===== src/rtl/imem_loader.sv =====
// Instruction-memory loader: takes a length-prefixed, XOR-checksummed byte
// frame over valid/ready, writes the payload into imem, and releases the core
// only after a frame that passes both the length and checksum checks.
//
// state  | meaning
// IDLE   | out of reset, waiting for load_start_i
// LEN_LO | expecting low byte of payload length
// LEN_HI | expecting high byte of payload length
// DATA   | streaming payload bytes into imem
// CSUM   | expecting the checksum byte (must carry s_last_i)
// DONE   | frame accepted, core released
// ERR    | frame rejected, err_code_o says why
module imem_loader #(
   parameter int                ADDR_W     = 64,
   parameter logic [ADDR_W-1:0] BASE_ADDR  = '0,
   parameter int                IMEM_DEPTH = 1024
) (
   input  logic              clk_i,
   input  logic              rst_n_i,
   input  logic              load_start_i,
   input  logic              s_valid_i,
   output logic              s_ready_o,
   input  logic [7:0]        s_data_i,
   input  logic              s_last_i,
   output logic              imem_we_o,
   output logic [ADDR_W-1:0] imem_addr_o,
   output logic [7:0]        imem_wdata_o,
   output logic              cpu_run_o,
   output logic              busy_o,
   output logic              done_o,
   output logic              err_o,
   output logic [1:0]        err_code_o,
   output logic [15:0]       byte_cnt_o
);

   typedef enum logic [2:0] {
      S_IDLE, S_LEN_LO, S_LEN_HI, S_DATA, S_CSUM, S_DONE, S_ERR
   } state_e;

   localparam logic [1:0] ERR_NONE  = 2'd0;
   localparam logic [1:0] ERR_LEN   = 2'd1;
   localparam logic [1:0] ERR_CSUM  = 2'd2;
   localparam logic [1:0] ERR_FRAME = 2'd3;

   state_e              state_q, state_d;
   logic [7:0]          len_lo_q, len_lo_d;
   logic [15:0]         len_q, len_d;
   logic [15:0]         idx_q, idx_d;
   logic [7:0]          xor_q, xor_d;
   logic [1:0]          code_q, code_d;
   logic                we_q, we_d;
   logic [ADDR_W-1:0]   addr_q, addr_d;
   logic [7:0]          wdata_q, wdata_d;

   logic                ready;
   logic                accept;
   logic [15:0]         len_new;
   logic [15:0]         idx_inc;

   assign ready   = (state_q == S_LEN_LO) || (state_q == S_LEN_HI) ||
                    (state_q == S_DATA)   || (state_q == S_CSUM);
   assign accept  = s_valid_i && ready;
   assign len_new = {s_data_i, len_lo_q};
   assign idx_inc = idx_q + 16'd1;

   // State and datapath registers; everything clears asynchronously on reset.
   always_ff @(posedge clk_i or negedge rst_n_i) begin
      if (!rst_n_i) begin
         state_q  <= S_IDLE;
         len_lo_q <= '0;
         len_q    <= '0;
         idx_q    <= '0;
         xor_q    <= '0;
         code_q   <= ERR_NONE;
         we_q     <= 1'b0;
         addr_q   <= '0;
         wdata_q  <= '0;
      end else begin
         state_q  <= state_d;
         len_lo_q <= len_lo_d;
         len_q    <= len_d;
         idx_q    <= idx_d;
         xor_q    <= xor_d;
         code_q   <= code_d;
         we_q     <= we_d;
         addr_q   <= addr_d;
         wdata_q  <= wdata_d;
      end
   end

   // Next-state and datapath update; load_start_i overrides any handshake.
   always_comb begin
      state_d  = state_q;
      len_lo_d = len_lo_q;
      len_d    = len_q;
      idx_d    = idx_q;
      xor_d    = xor_q;
      code_d   = code_q;
      we_d     = 1'b0;
      addr_d   = addr_q;
      wdata_d  = wdata_q;

      if (load_start_i) begin
         state_d = S_LEN_LO;
         len_d   = '0;
         idx_d   = '0;
         xor_d   = '0;
         code_d  = ERR_NONE;
      end else if (accept) begin
         case (state_q)
            S_LEN_LO: begin
               if (s_last_i) begin
                  state_d = S_ERR;
                  code_d  = ERR_FRAME;
               end else begin
                  len_lo_d = s_data_i;
                  state_d  = S_LEN_HI;
               end
            end
            S_LEN_HI: begin
               len_d = len_new;
               if (s_last_i) begin
                  state_d = S_ERR;
                  code_d  = ERR_FRAME;
               end else if (32'(len_new) > 32'(IMEM_DEPTH)) begin
                  state_d = S_ERR;
                  code_d  = ERR_LEN;
               end else if (len_new == 16'd0) begin
                  state_d = S_CSUM;
               end else begin
                  state_d = S_DATA;
               end
            end
            S_DATA: begin
               // A premature last byte is a framing error, not payload.
               if (s_last_i) begin
                  state_d = S_ERR;
                  code_d  = ERR_FRAME;
               end else begin
                  we_d    = 1'b1;
                  addr_d  = BASE_ADDR + ADDR_W'(idx_q);
                  wdata_d = s_data_i;
                  xor_d   = xor_q ^ s_data_i;
                  idx_d   = idx_inc;
                  if (idx_inc == len_q) state_d = S_CSUM;
               end
            end
            S_CSUM: begin
               if (!s_last_i) begin
                  state_d = S_ERR;
                  code_d  = ERR_FRAME;
               end else if (s_data_i != xor_q) begin
                  state_d = S_ERR;
                  code_d  = ERR_CSUM;
               end else begin
                  state_d = S_DONE;
               end
            end
            default: ;
         endcase
      end
   end

   assign s_ready_o    = ready;
   assign busy_o       = ready;
   assign done_o       = (state_q == S_DONE);
   assign cpu_run_o    = (state_q == S_DONE);
   assign err_o        = (state_q == S_ERR);
   assign err_code_o   = code_q;
   assign byte_cnt_o   = idx_q;
   assign imem_we_o    = we_q;
   assign imem_addr_o  = addr_q;
   assign imem_wdata_o = wdata_q;

endmodule


===== config.mk =====
export PLATFORM = sky130hd
export DESIGN_NAME = imem_loader
export DESIGN_NICKNAME = d
export VERILOG_FILES = /design/src/rtl/imem_loader.sv
export SDC_FILE = /design/constraint.sdc
export NUM_CORES = 1
export LEC_CHECK = 0
export CAP_MARGIN = 40
export CORE_MARGIN = 3
export CORE_UTILIZATION = 45
export CTS_BUF_LIST = sky130_fd_sc_hd__clkbuf_4 sky130_fd_sc_hd__clkbuf_8 sky130_fd_sc_hd__clkbuf_16
export CTS_CLUSTER_DIAMETER = 30
export DETAILED_ROUTE_END_ITERATION = 7
export PLACE_DENSITY_LB_ADDON = 0.15
export SYNTH_ARGS = -nofsm -noshare
export SYNTH_HDL_FRONTEND = slang
export SYNTH_SLANG_ARGS = --single-unit

===== constraint.sdc =====
create_clock -name clk_i -period 2.51 [get_ports clk_i]
set_input_delay 0.3765 -clock clk_i [delete_from_list [all_inputs] [get_ports clk_i]]
set_output_delay 0.3765 -clock clk_i [all_outputs]
set_load 0.01 [all_outputs]

### Word level (Yosys, flattened, before mapping)

Cells that the tools add are included.

| cells by class | value |
|---|---|
| $lt $le $gt $ge | 1 |
| eq/ne operators | 13 |
| muxes and demuxes | 34 |
| add/subtract/negate cells | 1 |
| bitwise logic cells | 3 |
| reduce and logical (&&, ||, !) cells | 17 |

Operator list:

| kind | number |
|---|---|
| $mux W16 | 7 |
| $mux W8 | 4 |
| $mux W3 | 8 |
| $mux W2 | 9 |
| $add A16 B1 Y16 const B | 1 |
| $eq A16 B16 Y1 | 1 |
| $gt A16 B11 Y1 const B | 1 |
| $logic_not A16 Y1 | 1 |
| $ne A4 B3 Y1 const B | 3 |
| $pmux W3 S4 | 1 |
| $eq A3 B3 Y1 const B | 3 |
| $ne A8 B8 Y1 | 1 |
| $reduce_and A4 Y1 | 2 |
| $xor A8 B8 Y8 | 1 |
| $eq A3 B2 Y1 const B | 2 |
| $pmux W2 S3 | 1 |
| $reduce_and A3 Y1 | 2 |
| $reduce_bool A2 Y1 | 3 |
| $reduce_and A5 Y1 | 1 |
| $reduce_bool A5 Y1 | 1 |
| $mux W1 | 4 |
| $reduce_bool A4 Y1 | 1 |
| $eq A3 B1 Y1 const B | 1 |
| $logic_or A1 B1 Y1 | 3 |
| other kinds (6) | 7 |

| storage, ports and cells | value |
|---|---|
| input port bits | 13 |
| register bits after elaboration | 78 |

### Logic depth before layout (Yosys ltp)

| logic depth | value |
|---|---|
| word-level depth | 7 |
| mapped depth | 8 |

### Worst setup path after synthesis

OpenSTA, ideal clock, no wires.

| timing path | value |
|---|---|
| path kind | register to register |
| start | reg idx_q[0] (netlist: byte_cnt_o[0]) |
| end | reg state_q[2] |
| period minus slack after synthesis | 2.448 ns |
| data arrival time | 2.382 ns |
| data required time | 2.444 ns |
| path slack | 0.062 ns |
| buffers on the path | 1 |
| cell stages (with the launch flop) | 9 |
| library setup time | 0.066 ns |
| cell sequence | dfrtp_1 ha_1 buf_2 nand4_1 or3_1 a2111oi_0 o32ai_1 nor4_2 a31o_1 |

| between the ends | value |
|---|---|
| cells in the longest elaborated chain, start to end | 4 |

Ends and longest elaborated chain:

| element | RTL line | RTL |
|---|---|---|
| start: declaration | 48 | `logic [15:0] idx_q, idx_d;` |
| start signal: assignment | 82 | `idx_q <= idx_d;` |
| $add A16 B1 Y16 | 64 | `assign idx_inc = idx_q + 16'd1;` |
| $eq A16 B16 Y1 | 145 | `if (idx_inc == len_q) state_d = S_CSUM;` |
| $ne A4 B3 Y1 (no line) | - |  |
| $reduce_and A3 Y1 (no line) | - |  |
| end signal: assignment | 79 | `state_q <= state_d;` |
| end: declaration | 45 | `state_e state_q, state_d;` |

Every way passes these cells.
A chain may end at the register's enable or synchronous reset.

### Final worst setup path

| timing path | value |
|---|---|
| start | reg idx_q[0] (netlist: byte_cnt_o[0]) |
| end | reg state_q[0] |

The elaborated chain is that of the path after synthesis.

==> impl_metrics.xml <==
<?xml version="1.0" encoding="UTF-8"?>
<metrics>
  <group name="global_route">
    <metric name="first_global_vias" unit="">3296</metric>
    <metric name="grt_use_total" unit="%">18.8</metric>
    <metric name="globalRoute.totalOverflow" unit="">0</metric>
    <metric name="initial_antenna_violation_count" unit="">0</metric>
    <metric name="grt_pass1_wl" unit="um">16700</metric>
    <metric name="pin_count_of_the_biggest_net_entering_global_routing" unit="">46</metric>
  </group>
  <group name="finish">
    <metric name="final.fill_count" unit="">816</metric>
    <metric name="num_antenna_cells" unit="">0</metric>
    <metric name="finish.utilization" unit="%">59.0</metric>
    <metric name="nNetsFinal" unit="">560</metric>
    <metric name="stdcell_area" unit="sq um">5500</metric>
    <metric name="final_layout_size_suffix_gt1_share" unit="%">20.3</metric>
    <metric name="syn_to_final_growth" unit="%">25.7</metric>
    <metric name="layout.cells.non_filler" unit="">680</metric>
  </group>
  <group name="power_and_ir_drop">
    <metric name="power_density" unit="nW/um^2">616</metric>
    <metric name="p_total" unit="W">0.00339</metric>
    <metric name="total_leakage_power" unit="nW">2.38</metric>
    <metric name="worst_ir_drop_vdd" unit="mV">0.322</metric>
  </group>
  <group name="timing">
    <metric name="fmax" unit="MHz">415</metric>
    <metric name="tightest_slew" unit="ns">0.593</metric>
    <metric name="hold_viol_final" unit="">0</metric>
    <metric name="clock_skew" unit="ns">0.00790</metric>
    <metric name="slew_violations" unit="">0</metric>
    <metric name="post-route-period-util" unit="%">96.1</metric>
    <metric name="max-slew-margin-rel" unit="%">60.5</metric>
    <metric name="setup_viol" unit="">0</metric>
    <metric name="layout_setup_ws" unit="ns">0.0980</metric>
    <metric name="final_period_minus_worst_setup_slack" unit="ns">2.41</metric>
  </group>
  <group name="detailed_routing">
    <metric name="detail-route-antenna-nets" unit="">0</metric>
    <metric name="detailedRoute.firstPassIterationCount" unit="">6</metric>
    <metric name="detail_route.drc_violations" unit="">0</metric>
    <metric name="route.detailed.vias_per_inst" unit="">5.01</metric>
    <metric name="routedWlPerCell" unit="um">14.9</metric>
    <metric name="totalWireLength" unit="um">10100</metric>
    <metric name="drt_iter0_drc" unit="">115</metric>
    <metric name="routed-via-count" unit="">3404</metric>
  </group>
  <group name="worst_setup_path">
    <metric name="cp-end-kind" unit="">flip-flop</metric>
    <metric name="crit_path_frequent_cell" unit="">sky130_fd_sc_hd__buf_4</metric>
    <metric name="crit_type" unit="">flip-flop to flip-flop</metric>
    <metric name="r2r-start" unit="">byte_cnt_o[0]$_DFFE_PN0P_</metric>
    <metric name="cp_max_fo" unit="">6</metric>
    <metric name="crit_path_top_delay_cell" unit="">sky130_fd_sc_hd__o41ai_2</metric>
    <metric name="max_stage_delay" unit="ns">0.44</metric>
    <metric name="crit_path_cell_trace" unit="">buf_4, buf_4, and2_1, buf_4, nand3_1, o41ai_2, o211ai_1, nor4_2, buf_4, o21ai_0</metric>
    <metric name="cp.arrival" unit="ns">2.64</metric>
    <metric name="ff2ff_path_depth" unit="">10</metric>
    <metric name="critPathLaunchType" unit="">flip-flop</metric>
    <metric name="worst-r2r-setup-slack" unit="ns">0.1</metric>
    <metric name="worst_ep_required_time" unit="ns">2.74</metric>
    <metric name="reg2reg_to" unit="">state_q[0]$_DFFE_PN0P_</metric>
  </group>
  <group name="clock_network">
    <metric name="clk_sinks" unit="">78</metric>
    <metric name="root_buffer" unit="">sky130_fd_sc_hd__clkbuf_8</metric>
    <metric name="clkSlewWorstSetupHoldPaths" unit="ns">0.09</metric>
    <metric name="hold_fix_buffers_at_cts" unit="">0</metric>
    <metric name="cts_inserted_buffers" unit="">9</metric>
    <metric name="cts_tree" unit="">built</metric>
    <metric name="htree_num_levels" unit="">3</metric>
    <metric name="clock_latency" unit="ns">0.35</metric>
    <metric name="max-clock-path-buffers" unit="">2</metric>
  </group>
  <group name="run">
    <metric name="timing.max_cap.violations" unit="">0</metric>
  </group>
  <group name="synth">
    <metric name="yosys.cell_types.count" unit="">53</metric>
    <metric name="yosys_most_used_dff" unit="">sky130_fd_sc_hd__dfrtp_1</metric>
    <metric name="synth_enable_flop_cells" unit="">0</metric>
    <metric name="syn_area" unit="sq um">4380</metric>
    <metric name="seq_area_frac_synth" unit="%">44.6</metric>
    <metric name="postSynthRegisterBits" unit="">78</metric>
    <metric name="synthesis.area_per_instance" unit="sq um">9.64</metric>
    <metric name="syn-instance-count" unit="">454</metric>
    <metric name="synth-warning-count" unit="">0</metric>
    <metric name="async_reset_ff_share" unit="%">100</metric>
  </group>
  <group name="floorplanning">
    <metric name="floorplan.rows" unit="">35</metric>
    <metric name="fp.dieArea" unit="sq um">10900</metric>
    <metric name="floorplan.die.height" unit="um">105</metric>
    <metric name="die_extent_in_x" unit="um">105</metric>
    <metric name="starting_density_of_the_core" unit="%">46.9</metric>
    <metric name="boundaryPins" unit="">109</metric>
    <metric name="core-area" unit="sq um">9330</metric>
  </group>
  <group name="placement">
    <metric name="placed_cell_area" unit="sq um">5210</metric>
    <metric name="port_buffers" unit="">60</metric>
    <metric name="dp.cells" unit="">663</metric>
    <metric name="placement.setup.worst_slack" unit="ns">0.00922</metric>
    <metric name="dp_hpwl" unit="um">7440</metric>
    <metric name="gp_routability_congestion" unit="">0.877</metric>
  </group>
  <group name="min_path">
    <metric name="path_category_of_the_worst_min_delay_check" unit="">primary input to asynchronous set/reset pin</metric>
  </group>
  <group name="run_status">
    <metric name="status" unit="">finished, final reports clean</metric>
  </group>
</metrics>
-- flip-flops by register name, summed over array words and instances (netlist names) --
signal / flops
xor_q: 8
state_q: 3
imem_we_o: 1
err_code_o: 2
len_lo_q: 8
byte_cnt_o: 16
imem_addr_o: 16
len_q: 16
imem_wdata_o: 8
-- report_power, final --
part	internal (W)	total (W)	switching, W
combinational	0.000448	0.000868	0.000420
clock	0.000469	0.000962	0.000492
sequential	0.00143	0.00156	0.000129
-- what timing repair did --
action / in CTS / in global routing
resized for setup: 1 / 14
setup buffers: 0 / 1
pin swaps: 0 / 1
endpoints found under the setup margin: 2 / 5
-- cells in the mapped netlist, types with 2 or more instances --
cell type	count	share of area, %
sky130_fd_sc_hd__a2111oi_0	2	0.40
sky130_fd_sc_hd__a21o_1	2	0.34
sky130_fd_sc_hd__a21oi_1	25	2.9
sky130_fd_sc_hd__a22o_1	2	0.40
sky130_fd_sc_hd__a31oi_1	4	0.57
sky130_fd_sc_hd__and3_1	3	0.43
sky130_fd_sc_hd__and4_2	2	0.46
sky130_fd_sc_hd__and4b_1	3	0.69
sky130_fd_sc_hd__buf_2	7	0.80
sky130_fd_sc_hd__buf_4	50	8.6
sky130_fd_sc_hd__clkbuf_1	16	1.4
sky130_fd_sc_hd__dfrtp_1	78	45
sky130_fd_sc_hd__inv_1	8	0.69
sky130_fd_sc_hd__mux2_2	28	7.2
sky130_fd_sc_hd__nand2_1	56	4.8
sky130_fd_sc_hd__nand3_1	13	1.5
sky130_fd_sc_hd__nand4_1	8	1.1
sky130_fd_sc_hd__nor2_1	35	3.0
sky130_fd_sc_hd__nor3_1	9	1.0
sky130_fd_sc_hd__nor4_1	6	0.86
sky130_fd_sc_hd__o211ai_1	3	0.51
sky130_fd_sc_hd__o21ai_0	11	1.3
sky130_fd_sc_hd__o31ai_1	2	0.34
sky130_fd_sc_hd__or2_2	2	0.29
sky130_fd_sc_hd__or3_1	3	0.43
sky130_fd_sc_hd__or4_1	2	0.34
sky130_fd_sc_hd__xnor2_1	32	6.4
sky130_fd_sc_hd__xor2_1	17	3.4
-- area by class of cell --
| class | instances | area, sq um | share of cell area [%] |
|---|---|---|---|
| clock buffers | 9 | 124 | 2.25 |
| clock inverters | 7 | 80.1 | 1.46 |
| inverters | 8 | 30.0 | 0.546 |
| multi-input cells | 342 | 2180 | 39.6 |
| flip-flops and latches | 78 | 1950 | 35.5 |
| well taps | 129 | 161 | 2.93 |
| repair buffers | 107 | 976 | 17.7 |
-- metrics by stage --
step	TNS [ns]	hold slack, ns
floorplan	0	0.0809
global placement	0	0.423
detailed placement	0	0.430
CTS	0	0.0436
global route	-0.000314	0.0586
finish	0	0.0303
-- layout by cell type, fill, tap and decap left out, types with 17 or more instances in the layout --
cell type	n
sky130_fd_sc_hd__mux2_2	28
sky130_fd_sc_hd__xor2_1	17
sky130_fd_sc_hd__buf_4	46
sky130_fd_sc_hd__a21oi_1	25
sky130_fd_sc_hd__xnor2_1	31
sky130_fd_sc_hd__clkdlybuf4s50_1	59
sky130_fd_sc_hd__nand2_1	56
sky130_fd_sc_hd__dfrtp_1	77
sky130_fd_sc_hd__conb_1	48
sky130_fd_sc_hd__nor2_1	35
-- worst max-delay path, delay by kind of cell (launching register included) --
| family | cells | cell delay [ns] |
|---|---|---|
| AO/OA/AOI/OAI | 3 | 0.70 |
| buffers and inverters | 4 | 0.55 |
| flip-flops | 1 | 0.36 |
| AND/OR/NAND/NOR | 3 | 0.69 |
-- logic make-up after synthesis --
group / Yosys count / share of synthesized area (%)
other: 1 / 0.0857
multiplexers: 28 / 7.21
AO/OA/AOI/OAI: 62 / 8.89
flip-flops: 78 / 44.6
adder cells (fa/ha/maj): 1 / 0.286
buffers and inverters: 81 / 11.4
XOR/XNOR: 49 / 9.81
AND/OR/NAND/NOR: 154 / 17.7
-- routing by layer --
| metal | share of wire, % | vias up | global-route usage, % |
|---|---|---|---|
| met5 | 0 | - | 0 |
| met4 | 1.1 | 0 | 4.40 |
| met3 | 5.9 | 12 | 3.95 |
| met2 | 48 | 110 | 31.7 |
| met1 | 45 | 1626 | 25.1 |
| li1 | - | 1656 | - |
-- worst max path at each step --
stage | cells after the start | slack [ns] | start | end
after floorplan | 8 | 0.06 | byte_cnt_o[0]$_DFFE_PN0P_ | state_q[2]$_DFFE_PN0P_
after global placement | 10 | 0.05 | byte_cnt_o[0]$_DFFE_PN0P_ | state_q[0]$_DFFE_PN0P_
after detailed placement | 8 | 0.009 | byte_cnt_o[1]$_DFFE_PN0P_ | state_q[1]$_DFFE_PN0P_
after CTS | 10 | 0.005 | byte_cnt_o[0]$_DFFE_PN0P_ | state_q[0]$_DFFE_PN0P_
after global routing | 10 | -0.0003 | byte_cnt_o[0]$_DFFE_PN0P_ | state_q[0]$_DFFE_PN0P_
final | 10 | 0.1 | byte_cnt_o[0]$_DFFE_PN0P_ | state_q[0]$_DFFE_PN0P_
(Power assumes the default switching activity.)
